==> config.mk <==
export PLATFORM = sky130hd
export DESIGN_NAME = marie_core
export DESIGN_NICKNAME = d
export VERILOG_FILES = /design/src/rtl/marie_core.sv
export SDC_FILE = /design/constraint.sdc
export NUM_CORES = 1
export LEC_CHECK = 0
export BUFFER_PORTS_ARGS = -buffer_cell sky130_fd_sc_hd__buf_2
export CAP_MARGIN = 20
export CORE_MARGIN = 2
export CORE_UTILIZATION = 50
export DETAILED_ROUTE_END_ITERATION = 10
export GPL_TIMING_DRIVEN = 1
export PLACE_DENSITY = 0.72
export SKIP_CTS_REPAIR_TIMING = 1
export SLEW_MARGIN = 20
export SYNTH_ARGS = -nofsm -noshare
export SYNTH_HDL_FRONTEND = slang
export SYNTH_SLANG_ARGS = --single-unit
==> constraint.sdc <==
create_clock -name clk -period 4.1 [get_ports clk]
set_clock_uncertainty 0.15 [all_clocks]
set_input_delay 0.82 -clock clk [delete_from_list [all_inputs] [get_ports clk]]
set_output_delay 0.82 -clock clk [all_outputs]
set_load 0.05 [all_outputs]
==> src/rtl/marie_core.sv <==
// marie_core: multicycle accumulator CPU (4-bit opcode, direct/indirect/subroutine ISA).
// Drives a single-port synchronous RAM with one cycle of read latency.
// Ports:
//   clk, rst              clock, synchronous active-high reset
//   mem_addr/mem_wdata    RAM address and write data (combinational from state)
//   mem_rdata             RAM read data, valid the cycle after a read request
//   mem_cs/mem_we/mem_oe  RAM strobes; all low while rst is high
//   in_data               Input-instruction source, sampled in dispatch
//   out_data/out_valid    last Output value and its one-cycle update pulse
//   retire                pulse in the final cycle of every instruction
//   halted                high from Halt until reset
//   pc, ac                architectural PC and AC for debug
module marie_core #(
  parameter int unsigned DATA_WIDTH = 16,
  parameter int unsigned ADDR_WIDTH = 12,
  parameter int unsigned RESET_PC   = 'h100
) (
  input  logic                  clk,
  input  logic                  rst,
  output logic [ADDR_WIDTH-1:0] mem_addr,
  output logic [DATA_WIDTH-1:0] mem_wdata,
  input  logic [DATA_WIDTH-1:0] mem_rdata,
  output logic                  mem_cs,
  output logic                  mem_we,
  output logic                  mem_oe,
  input  logic [DATA_WIDTH-1:0] in_data,
  output logic [DATA_WIDTH-1:0] out_data,
  output logic                  out_valid,
  output logic                  retire,
  output logic                  halted,
  output logic [ADDR_WIDTH-1:0] pc,
  output logic [DATA_WIDTH-1:0] ac
);

  localparam logic [ADDR_WIDTH-1:0] PC_RST = ADDR_WIDTH'(RESET_PC);

  typedef enum logic [3:0] {
    S_F0, S_F1, S_D, S_I0, S_I1, S_R0, S_R1, S_X, S_W, S_HALT
  } state_e;

  typedef enum logic [3:0] {
    OP_JNS   = 4'h0, OP_LOAD  = 4'h1, OP_STORE = 4'h2, OP_ADD    = 4'h3,
    OP_SUBT  = 4'h4, OP_INPUT = 4'h5, OP_OUT   = 4'h6, OP_HALT   = 4'h7,
    OP_SKIP  = 4'h8, OP_JUMP  = 4'h9, OP_CLEAR = 4'hA, OP_ADDI   = 4'hB,
    OP_JUMPI = 4'hC, OP_LOADI = 4'hD, OP_STOREI = 4'hE, OP_NOP   = 4'hF
  } opcode_e;

  state_e                  state_q, state_d;
  logic [ADDR_WIDTH-1:0]   pc_q, pc_d, mar_q, mar_d;
  logic [DATA_WIDTH-1:0]   ac_q, ac_d, ir_q, ir_d, mbr_q, mbr_d, out_q, out_d;
  logic                    outv_q, outv_d;

  opcode_e                 op;
  logic [ADDR_WIDTH-1:0]   operand;
  logic                    ac_neg, ac_zero, skip;

  assign op      = opcode_e'(ir_q[DATA_WIDTH-1 -: 4]);
  assign operand = ir_q[ADDR_WIDTH-1:0];
  assign ac_neg  = ac_q[DATA_WIDTH-1];
  assign ac_zero = (ac_q == '0);

  // Condition field sits at IR[11:10] regardless of ADDR_WIDTH.
  always_comb begin
    unique case (ir_q[11:10])
      2'b00:   skip = ac_neg;
      2'b01:   skip = ac_zero;
      2'b10:   skip = !ac_neg && !ac_zero;
      default: skip = 1'b0;
    endcase
  end

  always_ff @(posedge clk) begin
    if (rst) begin
      state_q <= S_F0;
      pc_q    <= PC_RST;
      ac_q    <= '0;
      ir_q    <= '0;
      mbr_q   <= '0;
      mar_q   <= '0;
      out_q   <= '0;
      outv_q  <= 1'b0;
    end else begin
      state_q <= state_d;
      pc_q    <= pc_d;
      ac_q    <= ac_d;
      ir_q    <= ir_d;
      mbr_q   <= mbr_d;
      mar_q   <= mar_d;
      out_q   <= out_d;
      outv_q  <= outv_d;
    end
  end

  always_comb begin
    state_d   = state_q;
    pc_d      = pc_q;
    ac_d      = ac_q;
    ir_d      = ir_q;
    mbr_d     = mbr_q;
    mar_d     = mar_q;
    out_d     = out_q;
    outv_d    = 1'b0;
    mem_addr  = '0;
    mem_wdata = '0;
    mem_cs    = 1'b0;
    mem_we    = 1'b0;
    mem_oe    = 1'b0;
    retire    = 1'b0;

    unique case (state_q)
      S_F0: begin
        mem_addr = pc_q;
        mem_cs   = 1'b1;
        mem_oe   = 1'b1;
        state_d  = S_F1;
      end
      S_F1: begin
        ir_d    = mem_rdata;
        pc_d    = pc_q + 1'b1;
        state_d = S_D;
      end
      S_D: begin
        state_d = S_F0;
        unique case (op)
          OP_JNS, OP_STORE: begin
            mar_d   = operand;
            state_d = S_W;
          end
          OP_LOAD, OP_ADD, OP_SUBT: begin
            mar_d   = operand;
            state_d = S_R0;
          end
          OP_ADDI, OP_JUMPI, OP_LOADI, OP_STOREI: state_d = S_I0;
          OP_INPUT: begin ac_d = in_data;             retire = 1'b1; end
          OP_OUT:   begin out_d = ac_q; outv_d = 1'b1; retire = 1'b1; end
          OP_HALT:  begin state_d = S_HALT;            retire = 1'b1; end
          OP_SKIP:  begin
            if (skip) pc_d = pc_q + 1'b1;
            retire = 1'b1;
          end
          OP_JUMP:  begin pc_d = operand;              retire = 1'b1; end
          OP_CLEAR: begin ac_d = '0;                   retire = 1'b1; end
          default:  retire = 1'b1;
        endcase
      end
      S_I0: begin
        mem_addr = operand;
        mem_cs   = 1'b1;
        mem_oe   = 1'b1;
        state_d  = S_I1;
      end
      S_I1: begin
        if (op == OP_JUMPI) begin
          pc_d    = mem_rdata[ADDR_WIDTH-1:0];
          retire  = 1'b1;
          state_d = S_F0;
        end else begin
          mar_d   = mem_rdata[ADDR_WIDTH-1:0];
          state_d = (op == OP_STOREI) ? S_W : S_R0;
        end
      end
      S_R0: begin
        mem_addr = mar_q;
        mem_cs   = 1'b1;
        mem_oe   = 1'b1;
        state_d  = S_R1;
      end
      S_R1: begin
        mbr_d   = mem_rdata;
        state_d = S_X;
      end
      S_X: begin
        unique case (op)
          OP_ADD, OP_ADDI: ac_d = ac_q + mbr_q;
          OP_SUBT:         ac_d = ac_q - mbr_q;
          default:         ac_d = mbr_q;
        endcase
        retire  = 1'b1;
        state_d = S_F0;
      end
      S_W: begin
        mem_addr = mar_q;
        mem_cs   = 1'b1;
        mem_we   = 1'b1;
        if (op == OP_JNS) begin
          // Return address is the already-incremented PC; execution resumes after the stored word.
          mem_wdata = DATA_WIDTH'(pc_q);
          pc_d      = mar_q + 1'b1;
        end else begin
          mem_wdata = ac_q;
        end
        retire  = 1'b1;
        state_d = S_F0;
      end
      default: ;
    endcase

    // Reset dominates the combinational RAM strobes, so a write in progress is dropped.
    if (rst) begin
      mem_addr = '0;
      mem_cs   = 1'b0;
      mem_we   = 1'b0;
      mem_oe   = 1'b0;
      retire   = 1'b0;
    end
  end

  assign out_data  = out_q;
  assign out_valid = outv_q;
  assign halted    = (state_q == S_HALT);
  assign pc        = pc_q;
  assign ac        = ac_q;

endmodule

==> results by group, run 1 <==
Timing
  • Final setup TNS: 0 ps
  • Rel. slew slack: 37.1%
  • Hold Fails Final Rpt: 0
  • Final period util: 90.9%
  • Max Fclk: 0.268 GHz
  • RSZ-0062 raised after global routing: no
  • Least-Margin Pin Slew: 939 ps
  • Period minus WS final: 3730 ps
  • Final setup fails: 0
  • Slew Limit Fails: 0

GRT
  • Vias in the first global route: 6012
  • Gr usage total: 30.7%
  • Gr ovfl total: 0
  • Initial antenna violation count: 0
  • First-pass GRT wire length: 32700 um
  • Largest net degree at the start of global routing: 52

Power and ir drop
  • PD cells: 547 nW/um^2
  • Switching share of power: 47.0%
  • Pwr Total: 3.97 mW
  • Reg power frac: 33.6%
  • NetSw: 1.87 mW
  • Leak: 2.76 nW
  • Clk pwr share: 19.5%
  • Gate power share: 46.9%
  • Peak VDD IR: 0.520 mV
  • Cell-internal power: 2.11 mW

Routing
  • 1st-iter DRT viols: 1034
  • Via Count: 7065
  • Detail Route Antenna Nets: 0
  • DRT Pass-1 Iters: 8
  • Routed WL per cell: 18.6 um
  • Routed wire length: 21000 um
  • # DRC: 0
  • Vias per std cell: 6.23

Final layout
  • Finished Layout Cells: 1134
  • Commonest non-fill, non-tap cell in the layout: nand2_1
  • Fin util: 57.8%
  • Commonest non-fill, non-tap cells in the layout: 195 x nand2_1, 111 x buf_2, 106 x a21oi_1
  • Nets@finish: 1011
  • Layout area overhead: 13.3%
  • # diodes: 0
  • Fraction of layout cells with a size suffix above 1: 16.9%
  • Finished Cell Area: 7260 um^2

Placed design
  • Port buffer count: 111
  • Routability cong.: 0.942
  • Placed insts: 1118
  • Dpl cell area: 6990 um^2
  • HPWL Detailed: 15400 um

Clock tree
  • TritonCTS clock tree: done
  • Sink Count: 93
  • Max H-tree Level: 3
  • CTS root buffer: clkbuf_16
  • Clock latency on the worst-skew pair: 350 ps
  • CTS clk-pin slew, worst paths: 60 ps
  • CTS max path bufs: 2
  • Total CTS buffers: 9

Floorplanning
  • Core box area: 12600 um^2
  • Initial Util: 51.0%
  • Die area: 13700 um^2
  • I/O pins: 112
  • Die X: 117 um
  • Die Height: 117 um
  • Site row count: 41

Logic synthesis
  • Yosys reg bits: 93
  • Seq/Total Area, Yosys: 29.0%
  • Total of warnings raised by yosys: 0
  • Synthesized area per cell: 7.24 um^2
  • Yosys cell types: 82
  • Post-synth EDFFs: 0
  • Post-Synthesis Cell Area: 6410 um^2
  • Async SR Flop Fraction: 0%
  • Net count after synthesis: 939
  • Post-synth top flop: dfxtp_1
  • Synthesized instance count: 886

Worst setup path
  • Data required, critical path: 3130 ps
  • CP endpoint kind: output port
  • Crit path launch type: register
  • Critical Path AT: 2760 ps
  • Critical path type: reg2out
  • Max FO, Critical Path: 23

Job
  • Max Cap Violations: 0

Min path
  • Hold crit path type: reg2reg

Run status
  • Status: completed
==> flip-flops by register name (all words and copies together), names as in the netlist <==
register,count
ac,16
ir_q,16
mar_q,12
mbr_q,16
out_data,16
out_valid,1
pc,12
state_q,4
==> worst max-delay path: stages (launching register included) <==
cell and delay (ps):
dfxtp_1 810, xor2_1 190, a21oi_1 210, nor3_2 60, nor2_1 750, nor2_1 120, buf_2 250
==> per-layer routing <==
layer,vias to the layer above,wire length (um),GRT usage [%]
li1,3356,-,-
met2,401,8670,43.4
met4,0,504,9.96
met1,3267,9520,46.5
met3,41,2350,5.66
met5,-,0,0
==> kinds of logic after synthesis <==
kind of cell	Yosys count	synth area share, %
xor gates and xnor gates	35	4.78
muxes	2	0.312
DFF	93	29.0
adders and majority gates	20	3.98
and+or+nand+nor	397	29.0
AOI/OAI and AO/OA	259	27.1
buffers and inverters	80	5.83
==> area by class of cell <==
| type | count | area (um^2) |
|---|---|---|
| fill | 1247 | 5300 |
| multi-input combinational | 713 | 4200 |
| sequential | 93 | 1860 |
| timing repair buffer | 126 | 668 |
| clock buffer | 11 | 243 |
| tap | 172 | 215 |
| inverter | 15 | 56.3 |
| clock inverter | 4 | 25.0 |
==> final timing paths <==
kind                     from      endpoint  slack, ps  depth (start not counted)
setup / recovery   state_q[1]  mem_addr[11]        370                          6
hold / removal    out_data[9]   out_data[9]        300                          2
setup reg to reg     ir_q[12]        ac[14]        530                         11
hold reg to reg   out_data[9]   out_data[9]        300                          2
==> power groups by stage <==
stage          registers, mW  logic [mW]  clock network [mW]
2_1_floorplan           1.27        1.50                   0
3_3_place_gp            1.34        1.82                   0
3_5_place_dp            1.34        1.83                   0
4_1_cts                 1.32        1.84               0.782
5_1_grt                 1.36        2.04               0.821
6_report                1.33        1.86               0.775
==> through the flow <==
| stage | hold WS, ps | worst slack, ps |
|---|---|---|
| final | 298 | 372 |
| after global routing | 320 | 153 |
| after CTS | 300 | 431 |
| after detailed placement | 292 | 586 |
| after global placement | 287 | 674 |
| after floorplan | 308 | 180 |
==> synth_stat cells, types with 15 or more instances <==
cell type / number / area [um^2]
nand2_1: 195 / 732
nor3_1: 24 / 120
xnor2_1: 21 / 184
buf_2: 20 / 100
dfxtp_1: 93 / 1860
ha_1: 18 / 225
nand3_1: 24 / 120
nor2_1: 73 / 274
inv_1: 15 / 56.3
a311oi_1: 15 / 131
a21oi_1: 106 / 531
clkbuf_1: 36 / 135
o21ai_0: 29 / 145
Note: power is estimated with default switching activity, not from simulation.
==> run 2: changes to the inputs <==
--- a/config.mk
+++ b/config.mk
@@ -12,6 +12,7 @@
 export DETAILED_ROUTE_END_ITERATION = 10
 export GPL_TIMING_DRIVEN = 1
 export PLACE_DENSITY = 0.72
+export RECOVER_POWER = 100
 export SKIP_CTS_REPAIR_TIMING = 1
 export SLEW_MARGIN = 20
 export SYNTH_ARGS = -nofsm -noshare
==> results by group, run 2 (synthesized netlist as in run 1, its figures left out) <==
Clock tree
  • TritonCTS clock tree: done (unchanged)
  • Clock latency on the worst-skew pair: 350 ps (about the same)
  • Sink Count: 93 (unchanged)
  • CTS clk-pin slew, worst paths: 60 ps (about the same)
  • CTS max path bufs: 2 (unchanged)
  • Max H-tree Level: 3 (unchanged)
  • CTS root buffer: clkbuf_16 (unchanged)
  • Total CTS buffers: 9 (unchanged)

Worst setup path
  • Reg-to-Reg Start: ir_q[12] (unchanged)
  • Data required, critical path: 3130 ps (about the same)
  • Critical Path AT: 2790 ps (was 2760 ps)
  • Setup crit start: state_q[1] (unchanged)
  • Critical path type: reg2out (unchanged)
  • Max FO, Critical Path: 23 (unchanged)
  • CP endpoint kind: output port (unchanged)
  • Crit path launch type: register (unchanged)

Floorplanning
  • Die Height: 117 um (unchanged)
  • Die X: 117 um (unchanged)
  • Initial Util: 51.0% (unchanged)
  • Die area: 13700 um^2 (unchanged)
  • Site row count: 41 (unchanged)
  • Core box area: 12600 um^2 (unchanged)
  • I/O pins: 112 (unchanged)

Timing
  • Hold Fails Final Rpt: 0 (unchanged)
  • Final setup fails: 0 (unchanged)
  • Hold WS: 299 ps (was 298 ps)
  • RSZ-0062 raised after global routing: no (unchanged)
  • Max Fclk: 0.266 GHz (was 0.268 GHz)
  • Period minus WS final: 3760 ps (was 3730 ps)
  • Least-Margin Pin Slew: 1230 ps (was 939 ps)
  • Slew Limit Fails: 0 (unchanged)
  • Final period util: 91.7% (was 90.9%)
  • Rel. slew slack: 17.3% (was 37.1%)
  • Final setup TNS: 0 ps (unchanged)

Routing
  • Via Count: 7045 (was 7065)
  • 1st-iter DRT viols: 1047 (was 1034)
  • # DRC: 0 (unchanged)
  • Detail Route Antenna Nets: 0 (unchanged)
  • DRT Pass-1 Iters: 7 (was 8)
  • Routed WL per cell: 18.7 um (was 18.6 um)
  • Routed wire length: 21200 um (was 21000 um)
  • Vias per std cell: 6.21 (was 6.23)

Run status
  • Status: completed (unchanged)

GRT
  • Gr ovfl total: 0 (unchanged)
  • Initial antenna violation count: 0 (unchanged)
  • Largest net degree at the start of global routing: 52 (unchanged)
  • Gr usage total: 30.7% (unchanged)
  • First-pass GRT wire length: 32700 um (unchanged)
  • Vias in the first global route: 6012 (unchanged)

Placed design
  • Dpl cell area: 6990 um^2 (unchanged)
  • Routability cong.: 0.942 (unchanged)
  • HPWL Detailed: 15400 um (unchanged)
  • Port buffer count: 111 (unchanged)

Final layout
  • # diodes: 0 (unchanged)
  • Layout area overhead: 11.5% (was 13.3%)
  • # fillers: 1304 (was 1247)
  • Register area: 1860 um^2 (unchanged)
  • Nets@finish: 1011 (unchanged)
  • Commonest non-fill, non-tap cell in the layout: nand2_1 (unchanged)
  • Commonest non-fill, non-tap cells in the layout: 195 x nand2_1, 107 x a21oi_1, 93 x dfxtp_1 (was 195 x nand2_1, 111 x buf_2, 106 x a21oi_1)
  • Multi-input gate area: 4170 um^2 (was 4200 um^2)
  • Finished Cell Area: 7150 um^2 (was 7260 um^2)
  • Fraction of layout cells with a size suffix above 1: 9.56% (was 16.9%)

Min path
  • Hold crit path type: reg2reg (unchanged)
  • Hold path startpoint: out_data[9] (unchanged)

Power and ir drop
  • Peak VDD IR: 0.510 mV (was 0.520 mV)
  • Leak: 2.45 nW (was 2.76 nW)
  • PD cells: 552 nW/um^2 (was 547 nW/um^2)

Job
  • Max Cap Violations: 0 (unchanged)
-- run 2: cell types whose count changed in the layout (fill, tap and decap cells not counted), moves of 2 or more --
cell / before / now
o311ai_1: 6 / 1
clkbuf_1: 1 / 68
or2_0: 0 / 2
o311ai_0: 1 / 7
buf_2: 111 / 34
buf_4: 15 / 12
clkbuf_2: 0 / 13
-- run 2: area by class of cell --
type,count,share of cell area [%]
multi-input combinational,713,58.4
tap,172,3.01
clock buffer,11,3.39
sequential,93,26.0
inverter,15,0.787
clock inverter,4,0.350
timing repair buffer,126,8.07
-- run 2: path summary, 6_finish.rpt --
check | endpoint | slack, ps | depth (start not counted)
worst min register to register | out_data[9] | 300 | 2
worst max-delay path | mem_addr[1] | 340 | 6
worst max register to register | ac[12] | 450 | 11
worst min-delay path | out_data[9] | 300 | 2
-- run 2: metal layers --
layer / GRT usage (%) / wire [um]
met1: 46.5 / 9690
met4: 9.96 / 560
met2: 43.4 / 8620
met5: 0 / 0
met3: 5.66 / 2340
-- run 2: through the flow --
step           utilization, %  setup slack, ps  power [mW]  instances
3_5_place_dp             55.6              586        3.17       1118
2_1_floorplan               -              180        2.77        886
4_1_cts                  57.7              431        3.94       1133
5_1_grt                  56.9              142        4.18       1134
6_report                 56.9              341        3.94       1134
3_3_place_gp             55.6              674        3.15       1118
-- run 2: where the power goes --
| part | switching [mW] | internal (mW) |
|---|---|---|
| Combinational | 1.21 | 0.624 |
| Sequential | 0.299 | 1.04 |
| Clock | 0.350 | 0.422 |
| Total | 1.86 | 2.08 |
-- run 2: worst max-delay path, cell delays in order (launching register included) --
cell and delay (ps):
dfxtp_1 810, xor2_1 190, a21oi_1 210, nor3_2 60, nor2_1 740, nor2_1 130
clkbuf_2 280
==> run 3: changes to the inputs <==
==> constraint.sdc (replaced) <==
create_clock -name clk -period 4.1 [get_ports clk]
set_clock_uncertainty 0.15 [all_clocks]
set_input_delay 0.205 -clock clk [delete_from_list [all_inputs] [get_ports clk]]
set_output_delay 0.205 -clock clk [all_outputs]
set_load 0.05 [all_outputs]
==> results by group, run 3 (synthesized netlist as in run 1, its figures left out) <==
Floorplanning
  • Die X: 117 um (unchanged)
  • I/O pins: 112 (unchanged)
  • Site row count: 41 (unchanged)
  • Core box area: 12600 um^2 (unchanged)
  • Initial Util: 51.0% (unchanged)
  • Die Height: 117 um (unchanged)
  • Die area: 13700 um^2 (unchanged)

Timing
  • Least-Margin Pin Slew: 1270 ps (was 1230 ps)
  • Hold Fails Final Rpt: 10 (was 0)
  • Period minus WS final: 3720 ps (was 3760 ps)
  • Hold WS: -17.0 ps (was 299 ps)
  • Max Fclk: 0.269 GHz (was 0.266 GHz)
  • Final setup TNS: 0 ps (unchanged)
  • RSZ-0062 raised after global routing: no (unchanged)
  • Final setup fails: 0 (unchanged)
  • Rel. slew slack: 14.6% (was 17.3%)
  • Slew Limit Fails: 0 (unchanged)
  • Final period util: 90.7% (was 91.7%)

GRT
  • Gr usage total: 31.5% (was 30.7%)
  • Gr ovfl total: 0 (unchanged)
  • Vias in the first global route: 6027 (was 6012)
  • Largest net degree at the start of global routing: 53 (was 52)
  • Initial antenna violation count: 0 (unchanged)
  • First-pass GRT wire length: 33100 um (was 32700 um)

Final layout
  • Register area: 1860 um^2 (unchanged)
  • Multi-input gate area: 4180 um^2 (was 4170 um^2)
  • # fillers: 1306 (was 1304)
  • # diodes: 0 (unchanged)
  • Layout area overhead: 12.8% (was 11.5%)
  • Commonest non-fill, non-tap cells in the layout: 195 x nand2_1, 106 x a21oi_1, 93 x dfxtp_1 (was 195 x nand2_1, 107 x a21oi_1, 93 x dfxtp_1)
  • Commonest non-fill, non-tap cell in the layout: nand2_1 (unchanged)
  • Nets@finish: 1017 (was 1011)
  • Finished Cell Area: 7240 um^2 (was 7150 um^2)
  • Fin util: 57.6% (was 56.9%)
  • Fraction of layout cells with a size suffix above 1: 7.97% (was 9.56%)

Routing
  • 1st-iter DRT viols: 843 (was 1047)
  • Routed WL per cell: 19.0 um (was 18.7 um)
  • Vias per std cell: 6.17 (was 6.21)
  • Detail Route Antenna Nets: 0 (unchanged)
  • # DRC: 0 (unchanged)
  • Routed wire length: 21600 um (was 21200 um)
  • Via Count: 7025 (was 7045)
  • DRT Pass-1 Iters: 6 (was 7)

Run status
  • Status: complete, but fails checks (was completed)
  • Failing checks: hold timing

Worst setup path
  • R2R depth: 9 (was 11)
  • Critical Path AT: 3760 ps (was 2790 ps)
  • Crit path launch type: register (unchanged)
  • Critical path type: reg2reg (was reg2out)
  • CP endpoint kind: register (was output port)
  • Data required, critical path: 4140 ps (was 3130 ps)
  • Max FO, Critical Path: 17 (was 23)

Min path
  • Hold crit path type: in2reg (was reg2reg)
  • Hold depth: 3 (was 2)

Placed design
  • Port buffer count: 111 (unchanged)
  • Routability cong.: 0.949 (was 0.942)
  • Dpl cell area: 6980 um^2 (was 6990 um^2)
  • HPWL Detailed: 15500 um (was 15400 um)

Power and ir drop
  • Leak: 2.45 nW (about the same)
  • PD cells: 563 nW/um^2 (was 552 nW/um^2)
  • Pwr Total: 4.07 mW (was 3.94 mW)
  • Peak VDD IR: 0.353 mV (was 0.510 mV)

Clock tree
  • Total CTS buffers: 9 (unchanged)
  • CTS root buffer: clkbuf_16 (unchanged)
  • CTS max path bufs: 2 (unchanged)
  • Sink Count: 93 (unchanged)
  • TritonCTS clock tree: done (unchanged)
  • CTS clk-pin slew, worst paths: 60 ps (about the same)
  • Clock latency on the worst-skew pair: 350 ps (about the same)
  • Max H-tree Level: 3 (unchanged)

Job
  • Max Cap Violations: 0 (unchanged)
run 3: cell count changes in the layout (fill, tap and decap cells not counted), moves of 2 or more:
cell           delta
dlygate4sd3_1     +6
clkbuf_1         +12
clkbuf_2         -13
bufinv_16         +2
clkinvlp_4        -2
clkinv_2          -2
run 3: final timing paths:
check                    from           to  slack, ps
setup / recovery     ir_q[12]       ac[15]        380
setup reg to reg     ir_q[12]       ac[15]        380
hold / removal     in_data[2]        ac[2]        -20
hold reg to reg   out_data[3]  out_data[3]        300
run 3: stage by stage:
step                cells  setup WS [ps]
floorplan             886            526
global route         1138            174
global placement     1118            656
detailed placement   1118            589
finish               1138            379
CTS                  1131            582
run 3: cell type report:
| type | instances | area share (%) |
|---|---|---|
| clock inverters | 2 | 0.830 |
| multi-input cells | 713 | 57.7 |
| well taps | 172 | 2.97 |
| clock buffers | 11 | 3.35 |
| flip-flops and latches | 93 | 25.7 |
| repair buffers | 132 | 8.63 |
| inverters | 15 | 0.778 |
run 3: critical path, cell delays in order, from the launching register on:
cell and delay [ps]:
dfxtp_1 480, or4b_1 790, a21oi_1 360, ha_1 300
nor2b_1 140, o31a_1 290, o21ai_0 530, o21ai_0 230
xnor2_1 170, a41oi_1 130
run 3: where the power goes:
group	total [mW]	switching (mW)	internal, mW	leakage (nW)
clock network	0.897	0.356	0.541	0.148
registers	1.35	0.310	1.04	0.753
logic	1.83	1.20	0.623	1.55
run 3: metal layers:
layer  up-vias  track usage, %  part of all wire (%)
li1       3365               -                     -
met1      3234            46.9                    45
met2       380            45.1                    41
met3        46            5.77                    11
met4         0            11.2                   3.1
met5         -               0                     0
